## src/rtl/mmio_periph_pkg.sv

```systemverilog
// Shared address map and status-word layout for the PUCRS_RV I/O responder.
package mmio_periph_pkg;

    localparam logic [31:0] MMIO_TX_ADDR     = 32'h8000_4000;
    localparam logic [31:0] MMIO_TX_ALT_ADDR = 32'h8000_1000;
    localparam logic [31:0] MMIO_STATUS_ADDR = 32'h8000_5000;
    localparam logic [31:0] MMIO_TIMER_ADDR  = 32'h8000_6000;
    localparam logic [31:0] MMIO_HALT_ADDR   = 32'h8000_0000;

    typedef struct packed {
        logic [15:0] rsvd_hi;
        logic [7:0]  count;
        logic [4:0]  rsvd_lo;
        logic        ovf;
        logic        full;
        logic        empty;
    } status_t;

    function automatic status_t make_status(input logic [7:0] count,
                                            input logic ovf,
                                            input logic full,
                                            input logic empty);
        status_t s;
        s         = '0;
        s.count   = count;
        s.ovf     = ovf;
        s.full    = full;
        s.empty   = empty;
        return s;
    endfunction

endpackage

```

## src/rtl/mmio_tx_fifo.sv

```systemverilog
// Console TX byte FIFO; registered head output, pointers one bit wider than the index.
module mmio_tx_fifo #(
    parameter int unsigned DEPTH = 16,
    parameter int unsigned WIDTH = 8,
    localparam int unsigned AW   = $clog2(DEPTH)
) (
    input  logic             clk,
    input  logic             reset,
    input  logic             push,
    input  logic [WIDTH-1:0] din,
    input  logic             pop,
    output logic [WIDTH-1:0] dout,
    output logic [AW:0]      count,
    output logic             full,
    output logic             empty
);

    logic [WIDTH-1:0] mem [DEPTH];
    logic [AW:0]      wr_ptr;
    logic [AW:0]      rd_ptr;
    logic             do_push;
    logic             do_pop;

    assign count = wr_ptr - rd_ptr;
    assign full  = (count == (AW+1)'(DEPTH));
    assign empty = (count == '0);

    // A push into a full FIFO is only taken when the head leaves on the same edge.
    assign do_pop  = pop & ~empty;
    assign do_push = push & (~full | do_pop);

    assign dout = empty ? '0 : mem[rd_ptr[AW-1:0]];

    always_ff @(posedge clk or negedge reset) begin
        if (!reset) begin
            wr_ptr <= '0;
            rd_ptr <= '0;
            for (int unsigned i = 0; i < DEPTH; i++) begin
                mem[i] <= '0;
            end
        end else begin
            if (do_push) begin
                mem[wr_ptr[AW-1:0]] <= din;
                wr_ptr              <= wr_ptr + 1'b1;
            end
            if (do_pop) begin
                rd_ptr <= rd_ptr + 1'b1;
            end
        end
    end

endmodule

```

## src/rtl/mmio_periph.sv

```systemverilog
// Memory-mapped I/O target: console TX FIFO, prescaled timer, status and halt registers.
module mmio_periph
    import mmio_periph_pkg::*;
#(
    parameter logic [31:0] TX_ADDR     = MMIO_TX_ADDR,
    parameter logic [31:0] TX_ALT_ADDR = MMIO_TX_ALT_ADDR,
    parameter logic [31:0] STATUS_ADDR = MMIO_STATUS_ADDR,
    parameter logic [31:0] TIMER_ADDR  = MMIO_TIMER_ADDR,
    parameter logic [31:0] HALT_ADDR   = MMIO_HALT_ADDR,
    parameter int unsigned FIFO_DEPTH  = 16,
    parameter int unsigned TIMER_DIV   = 500
) (
    input  logic        clk,
    input  logic        reset,
    input  logic        read,
    input  logic [31:0] read_address,
    input  logic [3:0]  write,
    input  logic [31:0] write_address,
    input  logic [31:0] data_write,
    output logic [31:0] data_read,
    output logic        rd_hit,
    output logic [7:0]  tx_data,
    output logic        tx_valid,
    input  logic        tx_ready,
    output logic        halt,
    output logic [31:0] halt_code
);

    localparam int unsigned CW       = $clog2(FIFO_DEPTH) + 1;
    localparam int unsigned PW       = (TIMER_DIV > 1) ? $clog2(TIMER_DIV) : 1;
    localparam logic [PW-1:0] PRE_MAX = PW'(TIMER_DIV - 1);

    logic [CW-1:0] fifo_count;
    logic          fifo_full;
    logic          fifo_empty;
    logic          tx_push;
    logic          tx_pop;
    logic          timer_clr;
    logic          halt_wr;
    logic          status_rd;
    logic          ovf;
    logic [PW-1:0] prescaler;
    logic [31:0]   timer;
    logic          rd_mapped;
    logic [31:0]   rd_value;
    status_t       status_word;

    assign tx_push   = write[0] & ((write_address == TX_ADDR) | (write_address == TX_ALT_ADDR));
    assign tx_pop    = tx_valid & tx_ready;
    assign timer_clr = (|write) & (write_address == TIMER_ADDR);
    assign halt_wr   = (|write) & (write_address == HALT_ADDR);
    assign status_rd = read & (read_address == STATUS_ADDR);
    assign tx_valid  = ~fifo_empty;

    mmio_tx_fifo #(
        .DEPTH (FIFO_DEPTH),
        .WIDTH (8)
    ) u_tx_fifo (
        .clk   (clk),
        .reset (reset),
        .push  (tx_push),
        .din   (data_write[7:0]),
        .pop   (tx_pop),
        .dout  (tx_data),
        .count (fifo_count),
        .full  (fifo_full),
        .empty (fifo_empty)
    );

    assign status_word = make_status(8'(fifo_count), ovf, fifo_full, fifo_empty);

    always_comb begin
        rd_mapped = 1'b0;
        rd_value  = '0;
        if (read) begin
            if (read_address == STATUS_ADDR) begin
                rd_mapped = 1'b1;
                rd_value  = status_word;
            end else if (read_address == TIMER_ADDR) begin
                rd_mapped = 1'b1;
                rd_value  = timer;
            end else if ((read_address == TX_ADDR) || (read_address == TX_ALT_ADDR) ||
                         (read_address == HALT_ADDR)) begin
                rd_mapped = 1'b1;
            end
        end
    end

    always_ff @(posedge clk or negedge reset) begin
        if (!reset) begin
            rd_hit    <= 1'b0;
            data_read <= '0;
        end else begin
            rd_hit    <= rd_mapped;
            data_read <= rd_value;
        end
    end

    // A fresh overflow on the same edge as a STATUS read keeps the flag set.
    always_ff @(posedge clk or negedge reset) begin
        if (!reset) begin
            ovf <= 1'b0;
        end else if (tx_push & fifo_full & ~tx_pop) begin
            ovf <= 1'b1;
        end else if (status_rd) begin
            ovf <= 1'b0;
        end
    end

    always_ff @(posedge clk or negedge reset) begin
        if (!reset) begin
            prescaler <= '0;
            timer     <= '0;
        end else if (timer_clr) begin
            prescaler <= '0;
            timer     <= '0;
        end else if (prescaler == PRE_MAX) begin
            prescaler <= '0;
            timer     <= timer + 32'd1;
        end else begin
            prescaler <= prescaler + PW'(1);
        end
    end

    always_ff @(posedge clk or negedge reset) begin
        if (!reset) begin
            halt      <= 1'b0;
            halt_code <= '0;
        end else if (halt_wr && !halt) begin
            halt      <= 1'b1;
            halt_code <= data_write;
        end
    end

endmodule

```

## config.mk

```make
export PLATFORM = sky130hd
export DESIGN_NAME = mmio_periph
export DESIGN_NICKNAME = d
export VERILOG_FILES = /design/src/rtl/mmio_periph_pkg.sv /design/src/rtl/mmio_tx_fifo.sv /design/src/rtl/mmio_periph.sv
export SDC_FILE = /design/constraint.sdc
export NUM_CORES = 1
export LEC_CHECK = 0
export ABC_AREA = 1
export BUFFER_PORTS_ARGS = -buffer_cell sky130_fd_sc_hd__buf_4
export CAP_MARGIN = 20
export CORE_ASPECT_RATIO = 1.1
export CORE_MARGIN = 3
export CORE_UTILIZATION = 50
export DETAILED_ROUTE_END_ITERATION = 10
export PLACE_DENSITY = 0.79
export SLEW_MARGIN = 20
export SYNTH_ARGS = -nofsm -noshare
export SYNTH_HDL_FRONTEND = slang
export SYNTH_SLANG_ARGS = --single-unit
```

## constraint.sdc

```tcl
create_clock -name clk -period 2.55 [get_ports clk]
set_clock_uncertainty 0.05 [all_clocks]
set_input_delay 0 -clock clk [delete_from_list [all_inputs] [get_ports clk]]
set_output_delay 0 -clock clk [all_outputs]
set_load 0.01 [all_outputs]
```

Yosys cells after proc, flatten, opt, wreduce, memory -nomap -nowiden:

Cells that the tools add are included.

* word-level logic and storage cells: 89
* input port bits: 104
* output and inout port bits: 75
* bits in registers: 246

* add/subtract/negate cells: 5
* bitwise logic cells: 16
* order comparisons: 3
* equal/unequal tests: 11
* multiplexer cells: 20
* reductions and logical operators: 9

Operators by type and width (count)
* 32-bit == test, second input constant: 9
* 32-bit 2-to-1 mux: 5
* 128-bit bitwise mux: 1
* 32-bit by 1-bit adder with 32-bit output, second input constant: 1
* 8-bit binary-select mux with 4-bit select: 1
* 8-bit demux with 4-bit select: 1
* 8-bit 2-to-1 mux: 4
* 9-bit 2-to-1 mux: 2
* 5-bit by 1-bit adder with 5-bit output, second input constant: 2
* 5-bit greater-or-equal comparator, second input constant: 2
* 4-bit inverter with 5-bit output: 2
* 9-bit by 1-bit adder with 9-bit output, second input constant: 1
* 1-bit AND: 9
* 9-bit == test, second input constant: 1
* 1-bit 2-to-1 mux: 6
* 5-bit == test, second input constant: 1
* 5-bit zero test: 1
* 5-bit by 1-bit < comparator with 1-bit output, second input constant: 1
* 5-bit subtractor: 1
* 2-bit nonzero test: 2
* 4-bit OR reduction: 1
* 1-bit inverter: 3
* 1-bit logical AND: 2
* 1-bit logical OR: 2
* other kinds (2): 3

Logic depth before layout (Yosys ltp):

Gate-level depths: netlist (run 1).

* depth after elaboration: 7
* depth in mapped cells: 15
* mapped depth without buffers: 14

Modules after synthesis:

Synthesis (run 1) repeated with hierarchy kept, for this count alone.

* cell total of the unflattened synthesis: 1725
* area, all modules: 13166.4 um^2

Modules (own cells, without submodules)
* mmio_tx_fifo: area each 7588.5 um^2, sequential area each 3453.3 um^2, times used 1, cells an instance 971
* mmio_periph: area each 5577.8 um^2, sequential area each 2702.6 um^2, times used 1, cells an instance 754

Least setup slack after synthesis (run 1):

No wires, ideal clock.

* path type: flip-flop to flip-flop
* start: register u_tx_fifo.rd_ptr[1]
* end: register u_tx_fifo.mem[120] (netlist bit)
* cell stages (with the launch flop): 12
* arrival time: 2.425 ns
* required time: 2.381 ns
* clock period less this slack: 2.593 ns
* buffers on the path: 4
* path slack: -0.043 ns
* library setup time: 0.119 ns
* path through: dfrtp_1 -> clkbuf_1 -> clkinv_1 -> clkbuf_1 -> fa_1 -> xor2_1 -> nor2_1 -> nand4_4 -> buf_6 -> buf_6 -> nand4_1 -> nand2_1

* longest elaborated chain between the ends: 7
* elaborated cells between the ends (all ways): 9
* those cells by class: 1 x add/sub; 1 x eq/ne; 6 x bitwise; 1 x reduce/logical

Ends and longest elaborated chain
* start: declaration: line mmio_tx_fifo.sv:20 `logic [AW:0] rd_ptr;`
* start signal: assignment: line mmio_tx_fifo.sv:47 `rd_ptr <= rd_ptr + 1'b1;`
* 5-bit subtractor (*): line mmio_tx_fifo.sv:24 `assign count = wr_ptr - rd_ptr;`
* 5-bit zero test: line mmio_tx_fifo.sv:26 `assign empty = (count == '0);`
* 1-bit inverter: line mmio_tx_fifo.sv:29, mmio_periph.sv:53
* 1-bit AND: line mmio_periph.sv:49 `assign tx_pop = tx_valid & tx_ready;`
* 1-bit AND: line mmio_tx_fifo.sv:29 `assign do_pop = pop & ~empty;`
* 1-bit OR (*): line mmio_tx_fifo.sv:30 `assign do_push = push & (~full | do_pop);`
* 1-bit AND (*): line mmio_tx_fifo.sv:30
* end signal: indexed assignment: line mmio_tx_fifo.sv:43 `mem[wr_ptr[AW-1:0]] <= din;`
* end: declaration: line mmio_tx_fifo.sv:18 `logic [WIDTH-1:0] mem [DEPTH];`

Every way passes the cells marked *; elsewhere a longest branch is shown, timed or not.
A chain may end at the register's enable or synchronous reset.

Final worst setup path (run 1):

* start: register u_tx_fifo.wr_ptr[0]
* end: output tx_data[7]

* longest elaborated chain between the ends: 3

Ends and longest elaborated chain
* start: declaration: line mmio_tx_fifo.sv:19 `logic [AW:0] wr_ptr;`
* start signal: assignment: line mmio_tx_fifo.sv:44 `wr_ptr <= wr_ptr + 1'b1;`
* 5-bit subtractor: line mmio_tx_fifo.sv:24
* 5-bit zero test: line mmio_tx_fifo.sv:26
* 8-bit 2-to-1 mux: line mmio_tx_fifo.sv:32 `assign dout = empty ? '0 : mem[rd_ptr[AW-1:0]];`
* end: declaration: line mmio_periph.sv:22 `output logic [7:0] tx_data,`

No other way between the ends.

==> impl_metrics.json, run 1 <==
{
  "status": "finished, violations left",
  "violations": "setup timing",
  "synthCells": 1644,
  "regArea_um2": 6158,
  "drc": 0,
  "synthAdderAreaFrac_pct": 1.224,
  "start_util_pct": 51.66,
  "fin_crit_sh_pct": 101.8,
  "tritoncts": "yes",
  "worstSetupEndpointType": "primary output",
  "clockBufferDepth": 3,
  "dr.pass1.iters": 6,
  "multi_input_area_um2": 6102,
  "num_vias": 13030,
  "finalSetupViolCount": 8,
  "antenna_found_initial": 0,
  "start_kind": "flip-flop",
  "rsz0062_at_grt": "true",
  "clock-root-buffer": "clkbuf_16",
  "synth_compound_area_share_pct": 5.442,
  "nNetsFinal": 1983,
  "netlist_area_um2": 12870,
  "grt_max_degree": 100,
  "grt.overflow.total": 0,
  "grt_pass1_vias": 12700,
  "detailedPlace.worstSlack_ns": 0.09708,
  "antenna_cells": 0,
  "fmax_mhz": 385.4,
  "cpMaxStageDelayCell": "fa_2",
  "synthMuxAreaShare_pct": 0,
  "cp.depth": 13,
  "yosysSeqAreaShare_pct": 47.81,
  "coreArea_um2": 24920,
  "cts_inserted_buffers": 27,
  "ir_drop_mv": 1.039,
  "insertion_delay_ns": 0.55,
  "wl_um": 42050,
  "synth_top_family_by_area": "simple AND/OR/NAND/NOR gates",
  "hp-class": "in -> reg",
  "ys.warnings.count": 0,
  "cp_cell_sequence": "inv_2 > ha_4 > inv_2 > fa_2 > inv_2 > nand2_2 > nor2_4 > nand2_2 > nor2_4 > inv_4 > nand3_2 > nor2_2 > buf_4",
  "slew_viol_final": 0,
  "viasPerCell": 5.844,
  "cpPeakStageDelay_ns": 0.43,
  "synth_edf_count": 0,
  "synth_simple_gate_area_share_pct": 37.86,
  "async_flop_share_pct": 100.0,
  "cts.sinks": 246,
  "layout-drive-gt1-share_pct": 18.17,
  "final.min_clock_period_ns": 2.595,
  "post-route-util_pct": 65.72,
  "fill_cells": 2056,
  "syn2layout_area_growth_pct": 27.23,
  "critical_path_arrival_ns": 2.54,
  "port_buffers": 178,
  "clkTransAtPathRegs_ns": 0.06,
  "path_delay_family": "simple AND/OR/NAND/NOR gates",
  "grt_util_all_layers_pct": 28.89,
  "syn_area_per_cell_um2": 7.831,
  "p_per_area_nw_per_um2": 693.3,
  "tightest_slew_ns": 0.8469,
  "critPathBufInv": 5,
  "yosysUniqueCellTypes": 38,
  "drtIter0Drc": 1445,
  "ant_nets": 0,
  "wl_per_cell_um": 18.87,
  "grt_pass1_wl_um": 65900,
  "worst_slack_ns": -0.04466,
  "slew_headroom_pct": 43.19,
  "fp.dieW_um": 159,
  "htree_num_levels": 1,
  "cp_common_cell": "inv_2",
  "place.gp.congestion": 0.9770,
  "power_mw": 11.36,
  "min_path_cells": 6,
  "r2r_cells": 13,
  "synth_xor_area_share_pct": 1.088,
  "ys_seq_elements": 246,
  "critPathKind": "reg -> out",
  "synth_ff_type": "dfrtp_1",
  "hold_viol_final": 0,
  "syn-num-nets": 1760,
  "required_ns": 2.50,
  "crit_fanout": 5,
  "cap_violations": 0,
  "dieArea_um2": 27710,
  "p_leak_nw": 8.228,
  "io_pins": 179,
  "num_rows": 60,
  "die_y_um": 174.3,
  "hpwl_um": 26510
}
worst register-to-register path: cells and delay by family (launching register included):
kind	cells	cell delay [ns]
buf+inv	6	0.87
flops	1	0.40
fa+ha+maj	2	0.65
simple gates	5	0.48
power by group:
group	internal [mW]	switching (mW)	total, mW
Clock	2.44	1.66	4.11
Combinational	1.21	2.05	3.26
Sequential	3.94	0.0435	3.99
sequential cells by signal (all words and copies together) (netlist names), 5 cells and up:
signal            flops
u_tx_fifo.mem       128
data_read            32
halt_code            32
timer                32
prescaler             9
u_tx_fifo.rd_ptr      5
u_tx_fifo.wr_ptr      5
final timing paths:
kind                                     start                 to  slack, ns
min in group asynchronous                reset      halt_code[20]       0.53
hold / removal                 read_address[7]      data_read[11]       0.03
setup / recovery           u_tx_fifo.wr_ptr[0]         tx_data[7]      -0.04
setup reg to reg           u_tx_fifo.wr_ptr[0]  u_tx_fifo.mem[29]       0.06
hold reg to reg                  halt_code[22]      halt_code[22]       0.42
max in group asynchronous                reset  u_tx_fifo.mem[58]       1.29
through the flow:
stage	std cells	cell area, µm²	hold WS, ns	TNS [ns]
2_1_floorplan	1644	12880	-0.3456	0
3_3_place_gp	2115	14510	-0.1340	0
3_5_place_dp	2115	14510	-0.1353	0
4_1_cts	2223	16090	0.002558	-0.07567
5_1_grt	2229	16380	0.06319	-1.766
6_report	2229	16380	0.02778	-0.2586
final cells by class:
type	count	area share [%]
multi-input cells	1219	37.25
repair buffers	285	14.83
clock inverters	18	1.268
inverters	88	2.032
clock buffers	32	4.423
flip-flops and latches	246	37.60
well taps	341	2.605
placed cells by master, fill, tap and decap left out, drive strengths merged, types with 2 or more instances in the layout:
cell type / count
nor3b: 4
nand3: 111
clkinv: 14
dlygate4sd3: 51
o21ai: 38
xnor2: 3
ha: 11
clkbuf: 33
a21oi: 52
nand4: 178
bufinv: 4
inv: 87
a22o: 6
buf: 233
nor3: 43
a22oi: 11
xor2: 13
dfrtp: 246
nor4: 2
a32o: 10
nand2: 598
nor2: 133
timing repair:
| action | 4_1_cts | 5_1_grt |
|---|---|---|
| pin swaps | 4 | 12 |
| buffers inserted | 6 | 5 |
| gates resized for setup | 16 | 45 |
| endpoints found under the setup margin | 9 | 162 |
| hold buffers | 52 | 0 |
| cloned | 0 | 1 |
| hold endpoints to repair | 421 | 0 |
cells in the mapped netlist (all sizes together) (2+ instances only):
cell type | n | area, µm²
nor3 | 43 | 242.7
ha | 11 | 137.6
dfrtp | 246 | 6156
nor3b | 4 | 30.03
nor4 | 2 | 12.51
a22oi | 11 | 82.58
a22o | 6 | 52.55
a32o | 10 | 100.1
nand4 | 178 | 1222
buf | 52 | 369.1
clkinv | 4 | 15.01
nand2 | 598 | 2247
a21oi | 52 | 260.3
xor2 | 13 | 113.9
clkbuf | 39 | 146.4
inv | 84 | 315.3
xnor2 | 3 | 26.28
nand3 | 111 | 555.5
o21ai | 38 | 190.2
nor2 | 133 | 544.3
logic make-up after synthesis:
family,count (synthesis)
AO/OA/AOI/OAI,119
AND/OR/NAND/NOR,1072
adder cells (fa/ha/maj),12
buffers and inverters,179
flip-flops,246
XOR/XNOR,16
routing by layer:
metal | vias up | track usage, % | wire, µm | share of wire, %
li1 | 5962 | - | - | -
met1 | 6167 | 36.12 | 15800 | 38
met2 | 740 | 49.46 | 20600 | 49
met3 | 157 | 4.719 | 3629 | 8.6
met4 | 0 | 13.06 | 2025 | 4.8
met5 | - | 0 | 0 | 0
Note: power is estimated with default switching activity, not from simulation.
==> run 2: changes to the inputs <==
==> constraint.sdc (replaced) <==
create_clock -name clk -period 2.55 [get_ports clk]
set_clock_uncertainty 0.05 [all_clocks]
set_input_delay 0.51 -clock clk [delete_from_list [all_inputs] [get_ports clk]]
set_output_delay 0.51 -clock clk [all_outputs]
set_load 0.01 [all_outputs]
==> impl_metrics.json, run 2 (same netlist as run 1, synthesis figures left out) <==
{
  "top_layer": "met4",
  "fin_crit_sh_pct": 121.4,
  "clockBufferDepth": 3,
  "cpMaxStageDelayCell": "fa_2",
  "rsz0062_at_grt": "true",
  "final_common_cell": "nand2_1",
  "violations": "setup timing",
  "design_area_um2": 16300,
  "grt_pass1_wl_um": 64840,
  "hold_ws_ns": 0.1381,
  "slew_viol_final": 0,
  "worst_slack_ns": -0.5460,
  "dr.pass1.iters": 6,
  "grt_max_degree": 86,
  "multi_input_area_um2": 6071,
  "tightest_slew_ns": 0.8534,
  "critPathBufInv": 4,
  "startpoint": "u_tx_fifo.rd_ptr[0]",
  "critical_path_arrival_ns": 2.54,
  "grt_util_all_layers_pct": 28.46,
  "wl_um": 41570,
  "finalSetupViolCount": 29,
  "cts.sinks": 246,
  "crit_fanout": 5,
  "grt_pass1_vias": 12650,
  "path_delay_family": "adder cells",
  "start_util_pct": 51.66,
  "place.gp.congestion": 0.9751,
  "cp.depth": 12,
  "slew_headroom_pct": 42.75,
  "cp_cell_sequence": "ha_4 > inv_2 > fa_2 > inv_2 > nand2_2 > nor2_4 > nand2_2 > nor2_4 > inv_2 > nand3_2 > nor2_1 > buf_4",
  "cp_common_cell": "inv_2",
  "largest_reg_flops": 128,
  "p_per_area_nw_per_um2": 680.2,
  "ant_nets": 0,
  "fp.dieW_um": 159,
  "r2r_cells": 16,
  "tritoncts": "yes",
  "layout-drive-gt1-share_pct": 20.14,
  "hold_viol_final": 0,
  "insertion_delay_ns": 0.55,
  "final.min_clock_period_ns": 3.096,
  "dieArea_um2": 27710,
  "r2r_start": "u_tx_fifo.rd_ptr[0]",
  "hp-start": "data_write[14]",
  "num_rows": 60,
  "worstSetupEndpointType": "primary output",
  "port_buffers": 178,
  "required_ns": 1.99,
  "min_path_cells": 3,
  "cts_inserted_buffers": 27,
  "m1WireLength_um": 15830,
  "antenna_cells": 0,
  "clkTransAtPathRegs_ns": 0.07,
  "viasPerCell": 5.835,
  "dpl_cell_area_um2": 14860,
  "drc": 0,
  "grt.overflow.total": 0,
  "met2_length_um": 20250,
  "syn2layout_area_growth_pct": 26.60,
  "num_vias": 12940,
  "io_pins": 179,
  "drtIter0Drc": 1434,
  "critPathKind": "reg -> out",
  "cpPeakStageDelay_ns": 0.44,
  "final_cell_mix": "590 x nand2_1, 245 x dfrtp_1, 244 x buf_4, 162 x nand4_1, 122 x nor2_1",
  "coreArea_um2": 24920,
  "status": "finished, violations left",
  "htree_num_levels": 1,
  "clock-root-buffer": "clkbuf_16",
  "start_kind": "flip-flop",
  "wl_per_cell_um": 18.74,
  "hp-class": "in -> reg",
  "power_mw": 11.09,
  "regArea_um2": 6157,
  "post-route-util_pct": 65.40,
  "fmax_mhz": 323.0,
  "die_y_um": 174.3,
  "antenna_found_initial": 0,
  "nNetsFinal": 1972,
  "fill_cells": 2046,
  "ir_drop_mv": 0.8498,
  "hpwl_um": 27660,
  "p_leak_nw": 8.208,
  "top_register": "u_tx_fifo.mem",
  "wl_met3_um": 3731,
  "detailedPlace.worstSlack_ns": 0.01253,
  "cap_violations": 0
}
-- run 2: what timing repair did --
action / 4_1_cts / 5_1_grt
resized for setup: 10 / 33
setup buffers: 8 / 7
pin swaps: 5 / 38
setup endpoints to repair: 9 / 129
endpoints found under the hold margin: 76 / 0
cloned: 0 / 8
hold buffers: 1 / 0
-- run 2: path summary, 6_finish.rpt --
kind / slack (ns) / end
worst max-delay path: -0.55 / tx_data[4]
min in group asynchronous: 0.48 / halt_code[16]
max in group asynchronous: 1.12 / u_tx_fifo.mem[46]
worst max register to register: -0.03 / u_tx_fifo.rd_ptr[3]
worst min register to register: 0.42 / prescaler[0]
worst min-delay path: 0.14 / halt_code[14]
-- run 2: layer usage --
metal,vias to the layer above,GRT usage (%)
met2,713,48.35
met1,6140,35.79
met4,0,12.77
li1,5941,-
met3,148,4.862
met5,-,0
-- run 2: worst min-delay path: stages --
cell	delay, ns
buf_4	0.08
nand3_1	0.06
nand2_1	0.06
-- run 2: stage by stage --
stage          std cells  setup TNS, ns
6_report            2218         -4.933
3_3_place_gp        2144              0
4_1_cts             2203         -4.258
2_1_floorplan       1644              0
3_5_place_dp        2144              0
5_1_grt             2218         -16.18
-- run 2: power by group --
group | switching (mW) | internal, mW | total [mW]
Sequential | 0.0336 | 3.94 | 3.97
Combinational | 1.94 | 1.24 | 3.18
Clock | 1.73 | 2.21 | 3.93
-- run 2: area by class of cell --
type / count / area share (%)
Timing Repair Buffer: 274 / 14.82
Clock buffer: 29 / 4.253
Multi-Input combinational cell: 1219 / 37.25
Inverter: 88 / 2.034
Clock inverter: 21 / 1.251
Tap cell: 341 / 2.618
Sequential cell: 246 / 37.78
==> run 3: changes to the inputs <==
Settings changed: ABC_AREA 1 to not set, PLACE_DENSITY 0.79 to 0.8.
==> impl_metrics.json, run 3 <==
{
  "grt.overflow.total": 0,
  "finalSetupViolCount": 149,
  "crit_fanout": 5,
  "layout-drive-gt1-share_pct": 51.15,
  "cts_inserted_buffers": 25,
  "netlist_area_um2": 11270,
  "drtIter0Drc": 486,
  "cpPeakStageDelay_ns": 0.46,
  "synth_top_area_share_pct": 54.63,
  "synth_top_family_by_area": "multiplexers",
  "num_rows": 56,
  "syn2layout_area_growth_pct": 35.46,
  "ir_drop_mv": 0.6488,
  "drc": 0,
  "path_delay_family": "adder cells",
  "synth_simple_gate_area_share_pct": 12.11,
  "final_common_cell": "dfrtp_1",
  "p_per_area_nw_per_um2": 651.6,
  "start_util_pct": 51.88,
  "synthAdderAreaFrac_pct": 1.399,
  "fill_cells": 1428,
  "async_flop_share_pct": 100.0,
  "required_ns": 1.99,
  "dpl_cell_area_um2": 13890,
  "yosysMostFrequentCell": "dfrtp_1",
  "yosysSeqAreaShare_pct": 54.63,
  "grt_pass1_vias": 8338,
  "dieArea_um2": 24380,
  "fp.dieW_um": 149.1,
  "cts.sinks": 246,
  "hp-class": "in -> reg",
  "ant_nets": 0,
  "synth_commonest_cells": "246 x dfrtp_1, 162 x mux2_2, 48 x nor2_1",
  "design_area_um2": 15260,
  "slew_headroom_pct": 58.94,
  "critical_path_arrival_ns": 2.71,
  "final_cell_mix": "245 x dfrtp_1, 227 x buf_4, 97 x mux2_4, 65 x mux2_2, 48 x nor2_1",
  "status": "finished, violations left",
  "critPathBufInv": 4,
  "htree_num_levels": 1,
  "dp_cells": 1314,
  "synth_compound_area_share_pct": 1.999,
  "p_leak_nw": 7.509,
  "yosys.area.top_type": "dfrtp_1",
  "coreArea_um2": 21720,
  "timing.setup.tns_ns": -73.11,
  "synthMuxAreaShare_pct": 24.18,
  "grt_pass1_wl_um": 45480,
  "worstSetupEndpointType": "primary output",
  "tightest_slew_ns": 0.6159,
  "instances_no_fill": 1375,
  "cp_common_cell": "buf_6",
  "tritoncts": "yes",
  "critPathKind": "reg -> out",
  "violations": "setup timing",
  "grt_util_all_layers_pct": 23.53,
  "hpwl_um": 18020,
  "wl_per_cell_um": 20.72,
  "num_vias": 7706,
  "largest_reg_flops": 128,
  "port_buffers": 178,
  "fin_crit_sh_pct": 128.3,
  "syn-num-nets": 934,
  "clockBufferDepth": 3,
  "synth_ff_type": "dfrtp_1",
  "io_pins": 179,
  "cpMaxStageDelayCell": "fa_2",
  "synth_area_leaders": "dfrtp_1 55%, mux2_2 16%, mux4_2 8.0%",
  "insertion_delay_ns": 0.52,
  "synth_edf_count": 0,
  "cap_violations": 0,
  "worst_slack_ns": -0.7228,
  "cp.depth": 10,
  "fmax_mhz": 305.5,
  "wl_um": 28480,
  "yosysUniqueCellTypes": 49,
  "rsz0062_at_grt": "true",
  "slew_viol_final": 0,
  "power_mw": 9.946,
  "top_register": "u_tx_fifo.mem",
  "place.gp.congestion": 0.7922,
  "min_path_cells": 2,
  "final.min_clock_period_ns": 3.273,
  "viasPerCell": 5.604,
  "hold_ws_ns": 0.1710,
  "syn_area_per_cell_um2": 13.78,
  "ys.warnings.count": 0,
  "ys_seq_elements": 246,
  "r2r_cells": 10,
  "synth_xor_area_share_pct": 3.653,
  "clkTransAtPathRegs_ns": 0.06,
  "clock-root-buffer": "clkbuf_16",
  "start_kind": "flip-flop",
  "die_y_um": 163.5,
  "dr.pass1.iters": 4,
  "hold_viol_final": 0,
  "grt_max_degree": 80,
  "antenna_found_initial": 0,
  "cp_cell_sequence": "ha_4 > inv_2 > fa_2 > nand3b_1 > buf_4 > a211oi_4 > buf_6 > o22ai_4 > and2_4 > buf_6",
  "antenna_cells": 0,
  "nNetsFinal": 1183,
  "synthCells": 818
}
[run 3: final timing paths]
path | start | endpoint | slack [ns]
max reg2reg | u_tx_fifo.rd_ptr[0] | u_tx_fifo.mem[35] | -0.57
min in group asynchronous | reset | halt_code[24] | 0.51
min reg2reg | prescaler[0] | prescaler[0] | 0.43
max in group asynchronous | reset | u_tx_fifo.mem[26] | 1.15
max | u_tx_fifo.rd_ptr[0] | tx_data[3] | -0.72
min | data_write[21] | halt_code[21] | 0.17
[run 3: per-stage QoR]
| stage | setup WS, ns | util, % |
|---|---|---|
| floorplan | -0.4281 | - |
| global placement | -0.3861 | 63.94 |
| detailed placement | -0.4400 | 63.94 |
| CTS | -0.7577 | 69.73 |
| global route | -0.8005 | 70.28 |
| finish | -0.7228 | 70.28 |
[run 3: cell families (layout without fill, tap and decap cells)]
logic type	Yosys count	after routing
flip-flops	246	246
AND/OR/NAND/NOR	224	224
multiplexers	202	202
buffers and inverters	58	324
XOR/XNOR	47	47
AO/OA/AOI/OAI	29	30
adder cells (fa/ha/maj)	12	12
[run 3: report_power, final]
| group | total (mW) | internal [mW] | switching [mW] |
|---|---|---|---|
| Combinational | 1.97 | 0.993 | 0.981 |
| Clock | 3.98 | 2.48 | 1.50 |
| Sequential | 3.99 | 3.95 | 0.0409 |
[run 3: timing repair]
action / 4_1_cts / 5_1_grt
setup buffers: 8 / 11
resized for setup: 63 / 10
hold buffers: 1 / 0
cloned: 2 / 1
endpoints found under the hold margin: 72 / 0
setup endpoints to repair: 146 / 150
pin swaps: 17 / 15
[run 3: layout make-up]
cell class,count,area [µm²],area share (%)
flip-flops and latches,246,6157,40.34
multi-input cells,515,5482,35.91
repair buffers,264,2301,15.07
clock buffers,37,730.7,4.787
well taps,290,362.8,2.377
clock inverters,8,170.2,1.115
inverters,15,61.31,0.4016
[run 3: worst reg2reg max path, delay by kind of cell (launching register included)]
kind	cells	cell delay, ns
buffers and inverters	3	0.42
adders and majority gates	2	0.63
DFF	1	0.42
and+or+nand+nor	2	0.38
AOI/OAI and AO/OA	2	0.77
muxes	1	0.35
[run 3: metal layers]
metal	up-vias	track usage [%]	routed length (µm)
met4	0	5.868	604
met5	-	0	0
li1	3483	-	-
met2	247	41.12	14640
met3	45	3.468	1575
met1	3931	31.14	11660
